<file path="src/rtl/spi_mem_responder_if.sv">
// spi_mem_responder_if: external SPI memory bus plus the committed-write report.
// The master modport is the bus initiator. The slave modport is the memory responder.
interface spi_mem_responder_if #(
  parameter int unsigned ADDR_BITS = 24
);
  logic                 sclk;
  logic                 cs_n;
  logic                 mosi;
  logic                 miso;
  logic                 miso_oe;
  logic                 busy;
  logic                 wr_pulse;
  logic [ADDR_BITS-1:0] wr_addr;
  logic [7:0]           wr_data;

  modport master (
    output sclk, cs_n, mosi,
    input  miso, miso_oe, busy, wr_pulse, wr_addr, wr_data
  );

  modport slave (
    input  sclk, cs_n, mosi,
    output miso, miso_oe, busy, wr_pulse, wr_addr, wr_data
  );
endinterface

</file>
<file path="src/rtl/spi_mem_responder.sv">
// spi_mem_responder: SPI mode-0 serial-RAM responder (READ 0x03 / WRITE 0x02, 24-bit address).
// The byte array is indexed by the low address bits, so it wraps at MEM_DEPTH.
// Defining SPI_MEM_RESPONDER_FAST_READ_EN adds FAST READ 0x0B with 8 dummy clocks after the address.
module spi_mem_responder #(
  parameter int unsigned MEM_DEPTH = 256,
  parameter int unsigned ADDR_BITS = 24
) (
  input  logic           i_clk,
  input  logic           i_rst,
  spi_mem_responder_if.slave io_bus
);

  localparam int unsigned IdxW = $clog2(MEM_DEPTH);
  localparam int unsigned CntW = $clog2(ADDR_BITS) + 1;
  localparam logic [7:0]  CmdWrite = 8'h02;
  localparam logic [7:0]  CmdRead  = 8'h03;
`ifdef SPI_MEM_RESPONDER_FAST_READ_EN
  localparam logic [7:0]  CmdFastRead = 8'h0B;
`endif

  typedef enum logic [2:0] {
    StIdle, StCmd, StAddr, StRdData, StWrData, StIgnore, StDummy
  } state_e;

  logic r_sclk_s1, r_sclk_s2, r_sclk_prev;
  logic r_cs_s1, r_cs_s2, r_cs_prev;
  logic r_mosi_s1, r_mosi_s2;
  logic w_rise, w_fall, w_cs_fall, w_cs_rise;

  state_e r_state, w_state_next;

  logic [CntW-1:0]      r_bit_cnt;
  logic [7:0]           r_shift_in;
  logic [ADDR_BITS-1:0] r_addr_sh;
  logic [ADDR_BITS-1:0] r_addr;
  logic                 r_is_read;
  logic                 r_is_fast;
  logic [7:0]           r_rd_shift;
  logic                 r_miso, r_miso_oe, r_busy, r_wr_pulse;
  logic [ADDR_BITS-1:0] r_wr_addr;
  logic [7:0]           r_wr_data;
  logic [7:0]           r_mem [MEM_DEPTH];

  logic [7:0]           w_in_byte;
  logic [ADDR_BITS-1:0] w_addr_full, w_addr_inc;
  logic                 w_last8;
  logic                 w_cmd_read, w_cmd_write, w_cmd_fast;
  logic                 w_rise_ok, w_fall_ok;
  logic                 w_start, w_shift_en, w_cmd_done, w_addr_done, w_wr_commit, w_rd_step;

  // Bring the SPI pins into the clk domain and keep last values for edge strobes.
  always_ff @(posedge i_clk) begin
    if (i_rst) begin
      r_sclk_s1   <= 1'b0;
      r_sclk_s2   <= 1'b0;
      r_sclk_prev <= 1'b0;
      // cs_n path resets "low" so a select still held after reset never looks like a new fall.
      r_cs_s1     <= 1'b0;
      r_cs_s2     <= 1'b0;
      r_cs_prev   <= 1'b0;
      r_mosi_s1   <= 1'b0;
      r_mosi_s2   <= 1'b0;
    end else begin
      r_sclk_s1   <= io_bus.sclk;
      r_sclk_s2   <= r_sclk_s1;
      r_sclk_prev <= r_sclk_s2;
      r_cs_s1     <= io_bus.cs_n;
      r_cs_s2     <= r_cs_s1;
      r_cs_prev   <= r_cs_s2;
      r_mosi_s1   <= io_bus.mosi;
      r_mosi_s2   <= r_mosi_s1;
    end
  end

  assign w_rise    = r_sclk_s2 & ~r_sclk_prev;
  assign w_fall    = ~r_sclk_s2 & r_sclk_prev;
  assign w_cs_fall = r_cs_prev & ~r_cs_s2;
  assign w_cs_rise = ~r_cs_prev & r_cs_s2;

  assign w_in_byte   = {r_shift_in[6:0], r_mosi_s2};
  assign w_addr_full = {r_addr_sh[ADDR_BITS-2:0], r_mosi_s2};
  assign w_addr_inc  = r_addr + ADDR_BITS'(1);
  assign w_last8     = (r_bit_cnt == CntW'(7));

  assign w_cmd_read  = (w_in_byte == CmdRead);
  assign w_cmd_write = (w_in_byte == CmdWrite);
`ifdef SPI_MEM_RESPONDER_FAST_READ_EN
  assign w_cmd_fast  = (w_in_byte == CmdFastRead);
`else
  assign w_cmd_fast  = 1'b0;
`endif

  // FSM state register.
  always_ff @(posedge i_clk) begin
    if (i_rst) begin
      r_state <= StIdle;
    end else begin
      r_state <= w_state_next;
    end
  end

  // FSM next state; a deselect returns to idle from anywhere.
  always_comb begin
    w_state_next = r_state;
    if (w_cs_rise) begin
      w_state_next = StIdle;
    end else begin
      case (r_state)
        StIdle: if (w_start) w_state_next = StCmd;
        StCmd: begin
          if (w_cmd_done) begin
            if (w_cmd_read || w_cmd_write || w_cmd_fast) w_state_next = StAddr;
            else                                         w_state_next = StIgnore;
          end
        end
        StAddr: begin
          if (w_addr_done) begin
            if (!r_is_read)     w_state_next = StWrData;
            else if (r_is_fast) w_state_next = StDummy;
            else                w_state_next = StRdData;
          end
        end
        StDummy: if (w_shift_en && w_last8) w_state_next = StRdData;
        default: ;
      endcase
    end
  end

  // FSM outputs: per-state datapath strobes. A cs_n rise masks a coincident sclk edge.
  always_comb begin
    w_rise_ok   = w_rise & ~w_cs_rise;
    w_fall_ok   = w_fall & ~w_cs_rise;
    w_start     = 1'b0;
    w_shift_en  = 1'b0;
    w_cmd_done  = 1'b0;
    w_addr_done = 1'b0;
    w_wr_commit = 1'b0;
    w_rd_step   = 1'b0;
    case (r_state)
      StIdle: w_start = w_cs_fall;
      StCmd: begin
        w_shift_en = w_rise_ok;
        w_cmd_done = w_rise_ok & w_last8;
      end
      StAddr: begin
        w_shift_en  = w_rise_ok;
        w_addr_done = w_rise_ok & (r_bit_cnt == CntW'(ADDR_BITS - 1));
      end
      StDummy: w_shift_en = w_rise_ok;
      StWrData: begin
        w_shift_en  = w_rise_ok;
        w_wr_commit = w_rise_ok & w_last8;
      end
      StRdData: w_rd_step = w_fall_ok;
      default: ;
    endcase
  end

  // Datapath: bit counter, shifters, address, read serializer and registered outputs.
  always_ff @(posedge i_clk) begin
    if (i_rst) begin
      r_bit_cnt  <= '0;
      r_shift_in <= '0;
      r_addr_sh  <= '0;
      r_addr     <= '0;
      r_is_read  <= 1'b0;
      r_is_fast  <= 1'b0;
      r_rd_shift <= '0;
      r_miso     <= 1'b0;
      r_miso_oe  <= 1'b0;
      r_busy     <= 1'b0;
      r_wr_pulse <= 1'b0;
      r_wr_addr  <= '0;
      r_wr_data  <= '0;
    end else begin
      r_wr_pulse <= 1'b0;

      if (w_state_next != r_state) begin
        r_bit_cnt <= '0;
      end else if (w_wr_commit || (w_rd_step && w_last8)) begin
        r_bit_cnt <= '0;
      end else if (w_shift_en || w_rd_step) begin
        r_bit_cnt <= r_bit_cnt + CntW'(1);
      end

      if (w_shift_en) begin
        r_shift_in <= w_in_byte;
        r_addr_sh  <= w_addr_full;
      end

      if (w_cmd_done) begin
        r_is_read <= w_cmd_read | w_cmd_fast;
        r_is_fast <= w_cmd_fast;
      end

      if (w_addr_done) begin
        r_addr     <= w_addr_full;
        r_rd_shift <= r_mem[w_addr_full[IdxW-1:0]];
      end else if (w_wr_commit) begin
        r_wr_pulse <= 1'b1;
        r_wr_addr  <= r_addr;
        r_wr_data  <= w_in_byte;
        r_addr     <= w_addr_inc;
      end else if (w_rd_step) begin
        r_miso    <= r_rd_shift[7];
        r_miso_oe <= 1'b1;
        // Eighth fall: the next byte is preloaded so the following fall drives its bit 7.
        if (w_last8) begin
          r_addr     <= w_addr_inc;
          r_rd_shift <= r_mem[w_addr_inc[IdxW-1:0]];
        end else begin
          r_rd_shift <= {r_rd_shift[6:0], 1'b0};
        end
      end

      if (w_start) r_busy <= 1'b1;

      if (w_cs_rise) begin
        r_busy    <= 1'b0;
        r_miso    <= 1'b0;
        r_miso_oe <= 1'b0;
      end
    end
  end

  // Backing store; deliberately untouched by reset.
  always_ff @(posedge i_clk) begin
    if (!i_rst && w_wr_commit) begin
      r_mem[r_addr[IdxW-1:0]] <= w_in_byte;
    end
  end

  assign io_bus.miso     = r_miso;
  assign io_bus.miso_oe  = r_miso_oe;
  assign io_bus.busy     = r_busy;
  assign io_bus.wr_pulse = r_wr_pulse;
  assign io_bus.wr_addr  = r_wr_addr;
  assign io_bus.wr_data  = r_wr_data;

endmodule

</file>
<file path="src/flat_wrapper.sv">
// flat-port wrapper written by rule: the top's interface ports become plain ports
module spi_mem_responder_flat 
#(
  parameter int unsigned MEM_DEPTH = 256,
  parameter int unsigned ADDR_BITS = 24
)
  (i_clk, i_rst, io_bus_sclk, io_bus_cs_n, io_bus_mosi, io_bus_miso, io_bus_miso_oe, io_bus_busy, io_bus_wr_pulse, io_bus_wr_addr, io_bus_wr_data);
  spi_mem_responder_if #(.ADDR_BITS(ADDR_BITS)) io_bus_i ();
  input  logic i_clk;
  input  logic i_rst;
  input wire logic [$bits(io_bus_i.sclk)-1:0] io_bus_sclk;
  input wire logic [$bits(io_bus_i.cs_n)-1:0] io_bus_cs_n;
  input wire logic [$bits(io_bus_i.mosi)-1:0] io_bus_mosi;
  output wire logic [$bits(io_bus_i.miso)-1:0] io_bus_miso;
  output wire logic [$bits(io_bus_i.miso_oe)-1:0] io_bus_miso_oe;
  output wire logic [$bits(io_bus_i.busy)-1:0] io_bus_busy;
  output wire logic [$bits(io_bus_i.wr_pulse)-1:0] io_bus_wr_pulse;
  output wire logic [$bits(io_bus_i.wr_addr)-1:0] io_bus_wr_addr;
  output wire logic [$bits(io_bus_i.wr_data)-1:0] io_bus_wr_data;
  assign io_bus_i.sclk = io_bus_sclk;
  assign io_bus_i.cs_n = io_bus_cs_n;
  assign io_bus_i.mosi = io_bus_mosi;
  assign io_bus_miso = io_bus_i.miso;
  assign io_bus_miso_oe = io_bus_i.miso_oe;
  assign io_bus_busy = io_bus_i.busy;
  assign io_bus_wr_pulse = io_bus_i.wr_pulse;
  assign io_bus_wr_addr = io_bus_i.wr_addr;
  assign io_bus_wr_data = io_bus_i.wr_data;
  spi_mem_responder #(.MEM_DEPTH(MEM_DEPTH), .ADDR_BITS(ADDR_BITS)) u_core (.i_clk(i_clk), .i_rst(i_rst), .io_bus(io_bus_i));
endmodule
</file>
<file path="config.mk">
export PLATFORM = sky130hd
export DESIGN_NAME = spi_mem_responder_flat
export DESIGN_NICKNAME = d
export VERILOG_FILES = /design/src/rtl/spi_mem_responder_if.sv /design/src/rtl/spi_mem_responder.sv /design/src/flat_wrapper.sv
export SDC_FILE = /design/constraint.sdc
export NUM_CORES = 2
export LEC_CHECK = 0
export CAP_MARGIN = 20
export CORE_MARGIN = 2
export CORE_UTILIZATION = 55
export CTS_BUF_LIST = sky130_fd_sc_hd__clkbuf_16
export CTS_CLUSTER_DIAMETER = 40
export CTS_CLUSTER_SIZE = 16
export DETAILED_ROUTE_END_ITERATION = 8
export PLACE_DENSITY = 0.71
export RECOVER_POWER = 50
export REMOVE_ABC_BUFFERS = 1
export SETUP_SLACK_MARGIN = 0.2
export SYNTH_ARGS = -nofsm -noshare
export SYNTH_HDL_FRONTEND = slang
export SYNTH_SLANG_ARGS = --single-unit
</file>
<file path="constraint.sdc">
create_clock -name i_clk -period 7.93 [get_ports i_clk]
set_clock_uncertainty 0.2 [all_clocks]
set_input_delay 0.793 -clock i_clk [delete_from_list [all_inputs] [get_ports i_clk]]
set_output_delay 0.793 -clock i_clk [all_outputs]
set_load 0.05 [all_outputs]
</file>
## Word-level counts from Yosys, hierarchy flattened

Memories as Yosys holds them, arrays and structs flattened.
Index checks and enable logic that the tools add are counted.

| word-level totals | value |
|---|---|
| flip-flop bits (word level) | 116 |
| RAM bits | 2048 |
| output and inout bits | 36 |
| word-level logic and storage cells | 94 |
| memories | 1 |

| operators by class | value |
|---|---|
| add/subtract/negate cells | 2 |
| equal/unequal tests | 11 |
| mux-type cells | 25 |
| bitwise gates (word level) | 15 |
| reductions and logical operators | 19 |

Memory list:

| name | depth | width | rd ports | clocked after memory_dff | write ports | RTL line | RTL |
|---|---|---|---|---|---|---|---|
| u_core.r_mem | 256 | 8 | 2 | 0 | 1 | spi_mem_responder.sv:42 | `logic [7:0] r_mem [MEM_DEPTH];` |

Operators by type and width:

| operator | number |
|---|---|
| 2-to-1 mux 24 bit | 4 |
| 2-to-1 mux 8 bit | 4 |
| adder 24 x 1 -> 24 bit (second input constant) | 1 |
| 2-to-1 mux 3 bit | 7 |
| equality test 8 x 2 -> 1 bit (second input constant) | 2 |
| one-hot mux 3 bit (4 select lines) | 1 |
| 2-to-1 mux 1 bit | 9 |
| bitwise AND 1 bit | 8 |
| NOT 1 bit | 7 |
| adder 6 x 1 -> 6 bit (second input constant) | 1 |
| equality test 3 x 2 -> 1 bit (second input constant) | 2 |
| equality test 3 bit (second input constant) | 2 |
| equality test 6 x 3 -> 1 bit (second input constant) | 1 |
| equality test 6 x 5 -> 1 bit (second input constant) | 1 |
| AND reduction 2 bit | 3 |
| nonzero test 3 bit | 2 |
| OR reduction 2 bit | 2 |
| OR reduction 4 bit | 1 |
| equality test 3 x 1 -> 1 bit (second input constant) | 1 |
| logical AND 1 bit | 3 |
| logical NOT 3 bit | 1 |
| logical OR 1 bit | 3 |
| != test 3 bit | 1 |
| AND reduction 3 bit | 1 |
| 4 further kinds | 4 |

## Depth between registers and ports, before layout

| depth | value |
|---|---|
| depth in word-level cells | 11 |
| mapped depth | 20 |
| mapped depth without buffers | 10 |

## Worst setup path after synthesis

No wires, ideal clock.

| path | value |
|---|---|
| path kind | register to register |
| from | register u_core.r_addr_sh[0] |
| to | register u_core.r_rd_shift[3] |
| library setup time | 0.116 ns |
| arrival time | 6.219 ns |
| data required time | 7.614 ns |
| slack | 1.395 ns |
| cell stages (with the launch flop) | 13 |
| buffers on the path | 5 |
| clock period less this slack | 6.535 ns |
| path through | dfxtp_1 buf_4 buf_4 buf_4 buf_6 buf_2 mux4_2 a21oi_1 a31oi_1 o311ai_0 o211ai_1 a31oi_1 nand2_1 |

| between the ends | value |
|---|---|
| cells in the longest elaborated chain, start to end | 2 |

RTL lines:

| item | RTL line | RTL |
|---|---|---|
| start, declared | spi_mem_responder.sv:34 | `logic [ADDR_BITS-1:0] r_addr_sh;` |
| start signal, assigned | spi_mem_responder.sv:188 | `r_addr_sh <= w_addr_full;` |
| memory (256 x 8 bit) | - |  |
| 2-to-1 mux 8 bit | spi_mem_responder.sv:196 | `if (w_addr_done) begin` |
| end signal, assigned | spi_mem_responder.sv:198 | `r_rd_shift <= r_mem[w_addr_full[IdxW-1:0]];` |
| end signal, assigned | spi_mem_responder.sv:210 | `r_rd_shift <= r_mem[w_addr_inc[IdxW-1:0]];` |
| end signal, assigned | spi_mem_responder.sv:212 | `r_rd_shift <= {r_rd_shift[6:0], 1'b0};` |
| end, declared | spi_mem_responder.sv:38 | `logic [7:0] r_rd_shift;` |

Every way passes these cells.
A chain may end at the register's enable or synchronous reset.

## Worst setup path in the final report

| path | value |
|---|---|
| from | register u_core.r_addr_sh[1] |
| to | register u_core.r_rd_shift[3] |

The elaborated chain is that of the path after synthesis.

==> metrics.txt <==
run status complete, but fails checks; failing checks capacitance limit, slew limit; Final TNS setup 0 ps; post-synthesis adder-cell area fraction 0.0621%; Clk pwr share 51.2%; critical path required time 8560 ps; pwr/cell area 227 nW/µm²; Achievable Freq 148 MHz; Hold Fails Final Rpt 0; Antenna Nets Post-Route 0; cell count of the worst reg-to-reg path 9; most frequent cells in the layout edfxtp_1 (2,048), mux4_2 (1,076), nor2_1 (429); Syn Area/Cell 18.4 µm²; I/O Buffers 40; Finished Cell Area 113,000 µm²; vias in the first global route 59,400; synthesized flop and latch total 2,157; die area 186,000 µm²; P_int 20.2 mW; compound-gate portion of the synthesized area 3.58%; Synth top area share 61.1%; WL final 322 mm; share of layout cells above drive strength 1 30.1%; global route overflow 0; Synth Area in Simple Gates 4.36%; Startpoint Class register; reg2reg end u_core.r_rd_shift[3]$_SDFFE_PP0P_; CP endpoint kind register; CP Class reg -> reg; root buffer cell clkbuf_16; Max IR drop VDD 198 µV; leading area contributor after synthesis edfxtp_1; Boundary Pins 41; DRT Pass-1 Iters 8; wire length per cell 39.6 µm; All-Layer GR Usage 34.7%; Place WS 2220 ps; reg2reg setup slack 1180 ps; FP Rows 157; CTS tree built; commonest non-fill, non-tap cell in the layout edfxtp_1; commonest register cell after synthesis edfxtp_1; worst path cell trace clkbuf_1, buf_4, mux4_2, mux2i_1, o221ai_1, a211oi_1, o31ai_1, a31oi_1, nand2_1; sw power 5.41 mW; Core ar. 182,000 µm²; initial antenna violation count 14; CTS max path bufs 4; Max Transition Viols Final 1,145; gpl congestion 0.983; CP max-delay cell clkbuf_1; DRC viols 0; Switching Fraction 21.1%; Worst-Skew Late Latency 950 ps; CP max stage delay 1700 ps; fillers 12,500; Post CTS Setup Buffer Count 0; fin crit period 6750 ps; synth warn 0; Hold-fix buffers, CTS 0; sequential share of the synthesized area 63.3%; Worst Hold Launch u_core.r_cs_s1$_SDFF_PP0_; Clock transition at path regs 60 ps; pin count of the biggest net entering global routing 133; post-synthesis mux area share 26.3%; drt initial violations 11,600; relative slew slack -155%; H-tree depth 5; Vias/cell 7.60; Worst Path Max Fanout 36; xor and xnor area share after synthesis 0.225%; CTS buffer count 300; largest family of logic cells by synthesized area multiplexers; hpwl dp 200 mm; RR Startpoint u_core.r_addr_sh[1]$_SDFFE_PP0P_; Comb pwr share 0.9%; PostCTS Resize Cnt 0; die height 432 µm; setup ws final 1180 ps; NumNets Final 5,536; leakage power 33.6 nW; RSZ-0062 raised after global routing no; Seq pwr share 47.9%; Mapped Cells 5,485; Worst Hold End u_core.r_cs_s2$_SDFF_PP0_; Area contributors post-synth edfxtp_1 (61%), mux4_2 (24%), dfxtp_1 (2.2%), mux2i_1 (2.1%), nor2_1 (1.6%); first-pass GRT wire length 455 mm; Post-synth EDFFs 2,048; ys async rst share 0%; Slew @ Worst Pin 3820 ps; hold crit path type reg -> reg; worst endpoint data arrival time 7380 ps; Synth-to-Final Area Change 12.4%; Die X 432 µm; count of cell types in the netlist 83; total number of vias 61,800; Max Cap Violations 25; placed instance area 104,000 µm²; Final setup viols 0; hold depth 1; Clock Sinks 2,157; Netlist Area Pre-Place 101,000 µm²; Initial Util 55.2%; period utilization 85.2%
[layout make-up]
cell class                      instances  area (µm²)  area share, %
Antenna cell                            3        7.51        0.00663
Clock buffer                          303        7580           6.70
Clock inverter                        211        2110           1.87
Inverter                               14        58.8         0.0520
Multi-Input combinational cell       2871       34900           30.8
Sequential cell                      2157       63700           56.3
Tap cell                             2385        2980           2.64
Timing Repair Buffer                  182        1840           1.62
[sequential cells by signal, indices dropped and copies added, names as in the netlist, 3 cells and up]
name and cells:
u_core.r_rd_shift 8, u_core.r_addr 24, u_core.io_bus.wr_data 8, u_core.r_addr_sh 23, u_core.io_bus.wr_addr 24, u_core.r_bit_cnt 6, u_core.r_mem 2048, u_core.r_state 3
[power groups by stage]
| stage | Clock, mW | Combinational (mW) | Sequential (mW) |
|---|---|---|---|
| 6_report | 13.1 | 0.226 | 12.3 |
| 5_1_grt | 13.6 | 0.232 | 12.3 |
| 4_1_cts | 13.2 | 0.219 | 12.3 |
| 3_5_place_dp | 0 | 0.217 | 12.5 |
| 3_3_place_gp | 0 | 0.216 | 12.5 |
| 2_1_floorplan | 0 | 0.348 | 12.6 |
[cell usage after synthesis (36+ instances only)]
library cell and number:
edfxtp_1 2048, mux4_2 1076, nor2_1 433, nand2_1 331
mux2i_1 207, clkbuf_1 192, a21oi_1 142, buf_2 130
dfxtp_1 109, nand3_1 73, buf_4 52, o22ai_1 51
o21ai_0 48, buf_1 46, a22oi_1 44, o221ai_1 39
a221oi_1 37, a211oi_1 36, nor3_1 36
[stage by stage]
| stage | hold WS [ps] | std cells | power [mW] | utilization, % |
|---|---|---|---|---|
| 2_1_floorplan | 214 | 5042 | 12.9 | - |
| 5_1_grt | 270 | 8125 | 26.2 | 62.0 |
| 6_report | 248 | 8126 | 25.7 | 62.0 |
| 3_5_place_dp | 233 | 7608 | 12.8 | 56.8 |
| 4_1_cts | 86.7 | 8122 | 25.7 | 62.1 |
| 3_3_place_gp | 226 | 7602 | 12.8 | 56.7 |
[worst max-delay path: cells and delay by family (launching register included)]
kind	cells	cell delay, ps
simple gates	1	90
mux	2	720
buf+inv	2	2400
compound gates	4	1920
flops	1	1230
[worst max-delay path by stage]
stage | cells after the start | slack, ps | to | from
after floorplan | 10 | -27830 | u_core.r_rd_shift[4]$_SDFFE_PP0P_ | u_core.r_addr[0]$_SDFFE_PP0P_
after global placement | 10 | 1720 | u_core.r_rd_shift[2]$_SDFFE_PP0P_ | u_core.r_addr[0]$_SDFFE_PP0P_
after detailed placement | 10 | 2220 | u_core.r_rd_shift[3]$_SDFFE_PP0P_ | u_core.r_addr[0]$_SDFFE_PP0P_
after CTS | 10 | 2200 | u_core.r_rd_shift[3]$_SDFFE_PP0P_ | u_core.r_addr[0]$_SDFFE_PP0P_
after global routing | 10 | 1090 | u_core.r_rd_shift[0]$_SDFFE_PP0P_ | u_core.r_addr_sh[0]$_SDFFE_PP0P_
final | 9 | 1180 | u_core.r_rd_shift[3]$_SDFFE_PP0P_ | u_core.r_addr_sh[1]$_SDFFE_PP0P_
[logic make-up (layout without fill, tap and decap cells)]
| logic type | count (synthesis) | count (layout) |
|---|---|---|
| fa+ha+maj | 5 | 5 |
| buf+inv | 457 | 710 |
| other cells | 0 | 3 |
| flops | 2157 | 2157 |
| simple gates | 1020 | 1020 |
| mux | 1297 | 1297 |
| compound gates | 524 | 524 |
| xor+xnor | 25 | 25 |
[per-layer routing]
layer	GRT usage, %	share of wire, %	up-vias
li1	-	-	23300
met1	48.3	35	32100
met2	49.4	44	5411
met3	12.1	15	977
met4	16.3	5.7	24
met5	0	0.054	-
(Power assumes the default switching activity.)
